**config.mk**
```make
export PLATFORM = sky130hd
export DESIGN_NAME = decode_stage
export DESIGN_NICKNAME = d
export VERILOG_FILES = /design/src/rtl/decode_pkg.sv /design/src/rtl/decode_stage_register_file.sv /design/src/rtl/decode_stage.sv
export SDC_FILE = /design/constraint.sdc
export NUM_CORES = 2
export LEC_CHECK = 0
export BUFFER_PORTS_ARGS = -buffer_cell sky130_fd_sc_hd__clkbuf_2
export CAP_MARGIN = 0
export CORE_MARGIN = 2
export CORE_UTILIZATION = 45
export DETAILED_ROUTE_END_ITERATION = 7
export PLACE_DENSITY_LB_ADDON = 0.3
export SYNTH_ARGS = -nofsm -noshare
export SYNTH_HDL_FRONTEND = slang
export SYNTH_SLANG_ARGS = --single-unit
```
**constraint.sdc**
```tcl
create_clock -name clk -period 42.4 [get_ports clk]
set_clock_uncertainty 0.1 [all_clocks]
set_input_delay 2.12 -clock clk [delete_from_list [all_inputs] [get_ports clk]]
set_output_delay 2.12 -clock clk [all_outputs]
set_load 0.03 [all_outputs]
```
**src/rtl/decode_pkg.sv**
```systemverilog
// Shared opcode, mux-select and bubble constants for the decode stage and its fetch-side muxes.
package decode_pkg;

  localparam logic [5:0] OP_RTYPE = 6'h00;
  localparam logic [5:0] OP_ADDI  = 6'h08;
  localparam logic [5:0] OP_LW    = 6'h23;
  localparam logic [5:0] OP_SW    = 6'h2B;
  localparam logic [5:0] OP_BEQ   = 6'h04;

  localparam logic [1:0] PCSEL_Z4   = 2'd0;
  localparam logic [1:0] PCSEL_INC  = 2'd1;
  localparam logic [1:0] PCSEL_HOLD = 2'd2;
  localparam logic [1:0] PCSEL_BR   = 2'd3;

  localparam logic [1:0] IRSEL_MEM  = 2'd0;
  localparam logic [1:0] IRSEL_NOP  = 2'd1;
  localparam logic [1:0] IRSEL_HOLD = 2'd2;

  localparam logic [31:0] NOP_WORD = 32'h0000_0001;

  // Destination register of an instruction word; 0 means "writes nothing".
  function automatic logic [4:0] dest_of(input logic [31:0] ir);
    logic [4:0] d;
    d = 5'd0;
    if (ir != NOP_WORD) begin
      case (ir[31:26])
        OP_RTYPE:      d = ir[15:11];
        OP_ADDI, OP_LW: d = ir[20:16];
        default:       d = 5'd0;
      endcase
    end
    return d;
  endfunction

endpackage

```
**src/rtl/decode_stage_register_file.sv**
```systemverilog
// 32x32 register file: two combinational read ports with write-through bypass, r0 hardwired to zero.
module register_file
  import decode_pkg::*;
(
  input  logic        clk,
  input  logic        reset,
  input  logic [4:0]  raddr_a,
  output logic [31:0] rdata_a,
  input  logic [4:0]  raddr_b,
  output logic [31:0] rdata_b,
  input  logic        wen,
  input  logic [4:0]  waddr,
  input  logic [31:0] wdata
);

  logic [31:0] regs_q [32];
  logic [31:0] regs_d [32];

  always_comb begin
    regs_d = regs_q;
    if (wen && (waddr != 5'd0)) regs_d[waddr] = wdata;
  end

  always_ff @(posedge clk or posedge reset) begin
    if (reset) regs_q <= '{default: '0};
    else       regs_q <= regs_d;
  end

  always_comb begin
    rdata_a = regs_q[raddr_a];
    if (raddr_a == 5'd0)                    rdata_a = '0;
    else if (wen && (waddr == raddr_a))     rdata_a = wdata;
    rdata_b = regs_q[raddr_b];
    if (raddr_b == 5'd0)                    rdata_b = '0;
    else if (wen && (waddr == raddr_b))     rdata_b = wdata;
  end

endmodule

```
**src/rtl/decode_stage.sv**
```systemverilog
// Instruction decode: register read, in-stage BEQ resolution, hazard stalls, fetch mux selects, ID/EX latches.
module decode_stage #(
  parameter logic [31:0] NOP_WORD = decode_pkg::NOP_WORD
) (
  input  logic        clk,
  input  logic        reset,
  input  logic [31:0] ir2,
  input  logic [31:0] pc2,
  input  logic        wb_wen,
  input  logic [4:0]  wb_waddr,
  input  logic [31:0] wb_wdata,
  input  logic        mem_wen,
  input  logic [4:0]  mem_waddr,
  output logic [1:0]  pc_sel,
  output logic [1:0]  ir_sel,
  output logic        pc2_sel,
  output logic [31:0] branch_target,
  output logic [31:0] ir3,
  output logic [31:0] pc3,
  output logic [31:0] a3,
  output logic [31:0] b3,
  output logic [31:0] imm3
);
  import decode_pkg::*;

  logic [5:0]  opc2;
  logic [4:0]  rs2, rt2, dest3;
  logic [31:0] imm2_sext, rs_val, rt_val;
  logic        uses_rs, uses_rt, is_beq2, load_use, br_stall, stall, taken;
  logic [31:0] ir3_q, pc3_q, a3_q, b3_q, imm3_q;
  logic [31:0] ir3_d, pc3_d, a3_d, b3_d, imm3_d;

  assign opc2      = ir2[31:26];
  assign rs2       = ir2[25:21];
  assign rt2       = ir2[20:16];
  assign imm2_sext = {{16{ir2[15]}}, ir2[15:0]};
  assign dest3     = dest_of(ir3_q);

  register_file u_rf (
    .clk     (clk),
    .reset   (reset),
    .raddr_a (rs2),
    .rdata_a (rs_val),
    .raddr_b (rt2),
    .rdata_b (rt_val),
    .wen     (wb_wen),
    .waddr   (wb_waddr),
    .wdata   (wb_wdata)
  );

  always_comb begin
    uses_rs = 1'b0;
    uses_rt = 1'b0;
    if (ir2 != NOP_WORD) begin
      case (opc2)
        OP_RTYPE, OP_SW, OP_BEQ: begin uses_rs = 1'b1; uses_rt = 1'b1; end
        OP_ADDI, OP_LW:          uses_rs = 1'b1;
        default:                 ;
      endcase
    end
    is_beq2 = (ir2 != NOP_WORD) && (opc2 == OP_BEQ);

    load_use = (ir3_q != NOP_WORD) && (ir3_q[31:26] == OP_LW) && (ir3_q[20:16] != 5'd0) &&
               ((uses_rs && (ir3_q[20:16] == rs2)) || (uses_rt && (ir3_q[20:16] == rt2)));

    // BEQ compares in this stage, so any in-flight producer of its operands must drain first.
    br_stall = is_beq2 &&
               (((rs2 != 5'd0) && ((rs2 == dest3) || (mem_wen && (rs2 == mem_waddr)))) ||
                ((rt2 != 5'd0) && ((rt2 == dest3) || (mem_wen && (rt2 == mem_waddr)))));

    stall = load_use || br_stall;
    taken = is_beq2 && !stall && (rs_val == rt_val);

    if (reset) begin
      pc_sel = PCSEL_Z4;   ir_sel = IRSEL_NOP;  pc2_sel = 1'b0;
    end else if (stall) begin
      pc_sel = PCSEL_HOLD; ir_sel = IRSEL_HOLD; pc2_sel = 1'b1;
    end else if (taken) begin
      pc_sel = PCSEL_BR;   ir_sel = IRSEL_NOP;  pc2_sel = 1'b0;
    end else begin
      pc_sel = PCSEL_INC;  ir_sel = IRSEL_MEM;  pc2_sel = 1'b0;
    end

    branch_target = pc2 + {imm2_sext[29:0], 2'b00};

    if (stall) begin
      ir3_d = NOP_WORD; pc3_d = pc2; a3_d = '0; b3_d = '0; imm3_d = '0;
    end else begin
      ir3_d = ir2; pc3_d = pc2; a3_d = rs_val; b3_d = rt_val; imm3_d = imm2_sext;
    end
  end

  always_ff @(posedge clk or posedge reset) begin
    if (reset) begin
      ir3_q  <= NOP_WORD;
      pc3_q  <= '0;
      a3_q   <= '0;
      b3_q   <= '0;
      imm3_q <= '0;
    end else begin
      ir3_q  <= ir3_d;
      pc3_q  <= pc3_d;
      a3_q   <= a3_d;
      b3_q   <= b3_d;
      imm3_q <= imm3_d;
    end
  end

  assign ir3  = ir3_q;
  assign pc3  = pc3_q;
  assign a3   = a3_q;
  assign b3   = b3_q;
  assign imm3 = imm3_q;

endmodule

```
==> Word-level counts from Yosys, hierarchy flattened <==
Cells that the tools add are included.
{ "op_classes": {"reduce_logical": 34, "muxes": 31, "add_sub_neg": 1, "n_lt_le_gt_ge": 4, "bitwise_logic": 3, "eq_ne": 17} }
{ "op_table": {"columns": ["cell", "n"], "rows": [
  ["bitwise mux 1024 bit", 1],
  ["two-way mux 32 bit", 13],
  ["binary-select mux 32 bit (select 5 bit)", 2],
  ["demux 32 bit (select 5 bit)", 1],
  ["inequality test 32 x 1 -> 1 bit (second input constant)", 2],
  ["equality test 5 bit", 8],
  ["adder 32 bit", 1],
  ["equality test 32 bit", 1],
  ["nonzero test 5 bit", 4],
  ["equality test 6 bit (second input constant)", 3],
  [">= comparator 6 bit (second input constant)", 3],
  ["inverter 5 -> 6 bit", 3],
  ["logical AND 1 bit", 17],
  ["equality test 6 x 4 -> 1 bit (second input constant)", 2],
  ["zero test 6 bit", 2],
  ["zero test 5 bit", 2],
  ["two-way mux 2 bit", 5],
  ["one-hot mux 5 bit (2 select lines)", 1],
  ["two-way mux 1 bit", 7],
  ["equality test 6 x 3 -> 1 bit (second input constant)", 1],
  ["less-than comparator 6 x 1 -> 1 bit (second input constant)", 1],
  ["logical OR 1 bit", 5],
  ["two-way mux 5 bit", 1],
  ["OR reduction 5 bit", 1],
  ["other kinds (3)", 3]
]} }
{ "totals": {"input_bits": 110, "register_bits": 1184, "out_inout_bits": 197} }

==> Longest topological paths before layout <==
{ "depth": {"ltp_word": 16, "ltp_mapped": 16} }

==> Modules after synthesis <==
From an unflattened synthesis, not the netlist that was laid out.
{ "unflattened": {"hier_cells": 4536, "area_unflattened_um2": 62323.5} }
{ "by_module_without_submodules": {"columns": ["mod", "n_inst", "cells_per_inst", "area_each_um2"], "rows": [
  ["register_file", 1, 3908, 55472.0],
  ["decode_stage", 1, 628, 6851.6]
]} }

==> Worst setup path before layout <==
No wires, ideal clock.
{ "synth_path": {"path_type": "input-to-output", "from": "input port reset", "to": "output port ir_sel[0]", "required_ns": 40.180, "path_stages": 2, "arrival_ns": 32.205, "path_slack_ns": 7.975, "cell_sequence": "inv_1 > o21ai_1"} }
{ "synth_via": {"elab_chain_len": 1} }
{ "synth_rtl": {"columns": ["element", "line", "rtl"], "rows": [
  ["start, declared", "decode_stage.sv:6", "input logic reset,"],
  ["two-way mux 2 bit", "decode_stage.sv:74", "if (reset) begin"],
  ["end, declared", "decode_stage.sv:15", "output logic [1:0] ir_sel,"]
]} }
No other way between the ends.

==> Worst setup path after layout <==
{ "layout_path": {"from": "input port ir2[21]", "to": "output port pc_sel[1]"} }
{ "layout_via": {"elab_chain_len": 13, "elab_cells_between_ends": 34, "cone_classes": "eq/ne (6); mux (10); bitwise (1); reduce/logical (17)"} }
{ "layout_rtl": {"columns": ["element", "line", "rtl"], "rows": [
  ["start, declared", "decode_stage.sv:7", "input logic [31:0] ir2,"],
  ["parallel branches: the longest is 11 deep, another holds binary-select mux 32 bit (select 5 bit)", null, null],
  ["two-way mux 2 bit *", "decode_stage.sv:76", "end else if (stall) begin"],
  ["two-way mux 2 bit *", "decode_stage.sv:74", null],
  ["end, declared", "decode_stage.sv:14", "output logic [1:0] pc_sel,"]
]} }
Mark *: on every way between the ends. The select of a mux whose other input is x is not followed.

==> key figures <==
Clocking
  • Post_cts resized: 0
  • Post-CTS Hold Buffers: 0
  • Clock buffer count from CTS: 131
  • Worst skew pair latency: 0.78 ns
  • H-tree levels: 4
  • Root buffer cell: clkbuf_16
  • Setup repair bufs after CTS: 0
  • CTS sink count: 1153
  • CTS Buffer Depth: 3
  • TritonCTS clock tree: done
  • Clock-pin slew on the worst setup and hold paths: 0.06 ns

Yosys
  • Area leader, netlist: dfrtp_1
  • Adder-cell share of the synthesized area: 0.6220%
  • Compound-cell area share of the yosys netlist: 4.766%
  • Synth Register Bits: 1153
  • Synth top area share: 46.83%
  • Most common cell in the netlist: dfrtp_1
  • Register area share after synthesis: 46.87%
  • Post-synthesis cell area: 61560 um2
  • Ranking of synthesized cells by area: dfrtp_1 (47%), mux2_2 (18%), mux4_2 (18%)
  • Largest family of logic cells by synthesized area: multiplexers
  • Synth warn: 0
  • Post-Synth XOR/XNOR Area: 1.167%
  • Ys flop type: dfrtp_1
  • Post-Synth Simple-Gate Area: 4.165%
  • Post-Syn Instances: 4301
  • Mux share of post-synthesis cell area: 38.36%
  • EDFF count, synth: 0
  • Synth top cells by count: dfrtp_1 (1152), mux2_2 (1001), mux4_2 (493)
  • Syn_nets: 4441
  • Unique cell type count in the Yosys netlist: 86
  • Synth async-reset ratio: 100.0%
  • Avg Inst Size Synth: 14.31 um2

Placed design
  • Placed inst area: 64130 um2
  • Port bufs: 306
  • Final HPWL DP: 133000 um
  • GP Congestion: 0.9229

Detailed routing
  • 1st-pass router iterations: 6
  • DRC: 0
  • Routed Antenna Nets: 0
  • WL final: 219300 um
  • Routed via count: 42710
  • Average vias per placed instance: 6.815
  • WL/cell: 35.00 um
  • 1st-iter DRT viols: 5225

STA
  • Relative max-transition margin: 4.703%
  • Hold_ws: 0.2962 ns
  • RSZ-0062 raised after global routing: false
  • Setup_tns: 0 ns
  • Final Hold Fails: 0
  • Final setup viols: 0
  • Minimum clock period after layout: 10.29 ns
  • Slew Limit Fails: 0
  • Final worst-path cycle share: 24.26%
  • Max frequency: 0.09721 GHz
  • Slew @ Worst Pin: 1.424 ns

Pwr
  • Peak VDD IR: 0.03062 mV
  • Clock power frac: 34.9%
  • Leak: 29.96 nW
  • Sw power: 985.6 uW
  • PD cells: 49.13 nW/um2
  • Sequential Power Share: 43.0%
  • Logic gate share of total power: 22.1%
  • Pint: 2.381 mW
  • Final Total Pwr: 3.367 mW
  • Switching part of the total: 29.27%

Setup path
  • Worst Setup End Kind: output pin
  • CP required: 40.18 ns
  • Reg2Reg Depth: 11
  • CP Launch Type: input port
  • Reg2Reg Launch Point: ir3[27]$_DFF_PP0_
  • Reg2reg setup slack: 38.38 ns
  • Worst Path Class, Setup: input port to output pin
  • CP max FO: 54
  • Worst EP arrival: 8.07 ns
  • Crit path from: ir2[21]
  • Reg2reg end: b3[7]$_DFF_PP0_

Worst hold path
  • Hold endpoint: u_rf.regs_q[1018]$_DFFE_PP0P_
  • Hold_sp: u_rf.regs_q[1018]$_DFFE_PP0P_
  • Hold depth: 0
  • Hold Path Class: register to register

Global routing
  • Total GRT Usage: 31.27%
  • Antenna violations before repair: 18
  • Congestion Overflow GR: 0
  • Vias in the first global route: 42750
  • Largest net degree at the start of global routing: 170
  • First-pass GRT wire length: 314600 um

Floorplanning
  • Num ports: 307
  • Standard-cell row count: 135
  • DIE AREA: 139800 um2
  • Die height: 373.9 um
  • Initial Util: 45.39%
  • Die span in x: 373.9 um
  • Core box area: 135600 um2

Cells and area
  • Fillers: 11470
  • Layout cells sized above 1: 48.95%
  • # nets final: 4525
  • Reg area: 28850 um2
  • Util after Layout: 50.53%
  • Final instance area: 68540 um2
  • Footprint of the multi-input gates: 30420 um2
  • Area Growth Syn to Fin: 11.34%

Run
  • Max-Cap Viols: 0

Status
  • Status: completed
[kinds of logic after synthesis]
group,Yosys count
compound gates,422
xor+xnor,82
fa+ha+maj,30
buf+inv,497
flops,1153
mux,1605
simple gates,512
[worst max-delay path: stages]
cell and delay, ns:
buf_8 0.46, buf_4 0.74, buf_4 0.75, buf_4 0.53, mux4_2 0.57, o22ai_1 0.16, nor3_1 0.08, nor2_1 0.25
a2bb2oi_2 0.26, a21oi_1 0.10, a2111o_1 0.40, nor4_1 0.37, nand4_1 0.55, a21oi_1 0.33, clkbuf_2 0.25
[metrics by stage]
step	worst slack, ns	instances
final	32.11	6267
after global routing	31.78	6261
after CTS	32.15	6261
after detailed placement	32.18	6033
after global placement	32.18	6033
after floorplan	7.692	4301
[layer usage]
| metal | vias to the layer above | track usage, % | part of all wire [%] |
|---|---|---|---|
| met2 | 2732 | 46.01 | 44 |
| met5 | - | 0 | 0.040 |
| met3 | 564 | 10.74 | 12 |
| met4 | 14 | 14.16 | 5.0 |
| li1 | 16580 | - | - |
| met1 | 22820 | 41.85 | 39 |
[how the worst max path moves through the flow]
stage | endpoint | slack, ns | cells past startpoint
after floorplan | a3[0]$_DFF_PP0_ | 7.69 | 1
after global placement | pc_sel[1] | 32.18 | 15
after detailed placement | pc_sel[1] | 32.18 | 15
after CTS | pc_sel[1] | 32.15 | 15
after global routing | pc_sel[1] | 31.78 | 15
final | pc_sel[1] | 32.11 | 15
[layout make-up]
type                    count  share of cell area (%)
multi-input cells        2651                   44.38
flip-flops and latches   1153                   42.10
clock buffers             182                   5.581
repair buffers            422                   3.686
well taps                1781                   3.251
clock inverters            46                  0.8269
inverters                  26                  0.1533
diodes                      6                 0.02191
[cell usage in the layout (no fill, tap or decap), types with 10 or more instances in the layout]
cell type | synthesis | layout
inv_1 | 21 | 18
clkbuf_16 | 0 | 135
clkinv_2 | 0 | 21
mux2i_1 | 103 | 103
a211oi_1 | 16 | 16
nor2_1 | 138 | 119
clkbuf_8 | 0 | 27
ha_1 | 29 | 29
a31oi_1 | 14 | 14
xor2_1 | 31 | 31
nand2b_1 | 13 | 13
o211ai_1 | 17 | 17
and3_1 | 27 | 27
nor2b_1 | 53 | 50
nand3_1 | 31 | 31
clkbuf_1 | 242 | 20
a21o_1 | 15 | 15
xnor2_1 | 51 | 51
nand4_1 | 13 | 13
mux4_2 | 493 | 493
mux2_2 | 1001 | 1001
o22ai_1 | 90 | 90
or2_2 | 10 | 10
nand2_1 | 112 | 97
a22oi_1 | 56 | 56
a21oi_1 | 55 | 54
nand2_2 | 0 | 15
nor3_1 | 44 | 44
bufinv_16 | 0 | 11
clkbuf_2 | 1 | 299
buf_4 | 70 | 111
o221ai_1 | 15 | 15
a221oi_1 | 15 | 15
o21ai_0 | 49 | 46
dfrtp_1 | 1152 | 1152
nor2_4 | 0 | 16
nor4_1 | 14 | 14
[flip-flops by register name, summed over array words and instances (netlist names)]
name         flops
b3              32
u_rf.regs_q   1024
a3              32
imm3            16
pc3             32
ir3             17
[power by group through the flow]
| stage | Sequential (mW) | Combinational [mW] | Clock (mW) |
|---|---|---|---|
| finish | 1.45 | 0.743 | 1.18 |
| global route | 1.47 | 0.784 | 1.23 |
| CTS | 1.44 | 0.736 | 1.19 |
| detailed placement | 1.46 | 0.734 | 0 |
| global placement | 1.45 | 0.723 | 0 |
| floorplan | 1.45 | 0.528 | 0 |
Power figures use the tool's default switching activity.
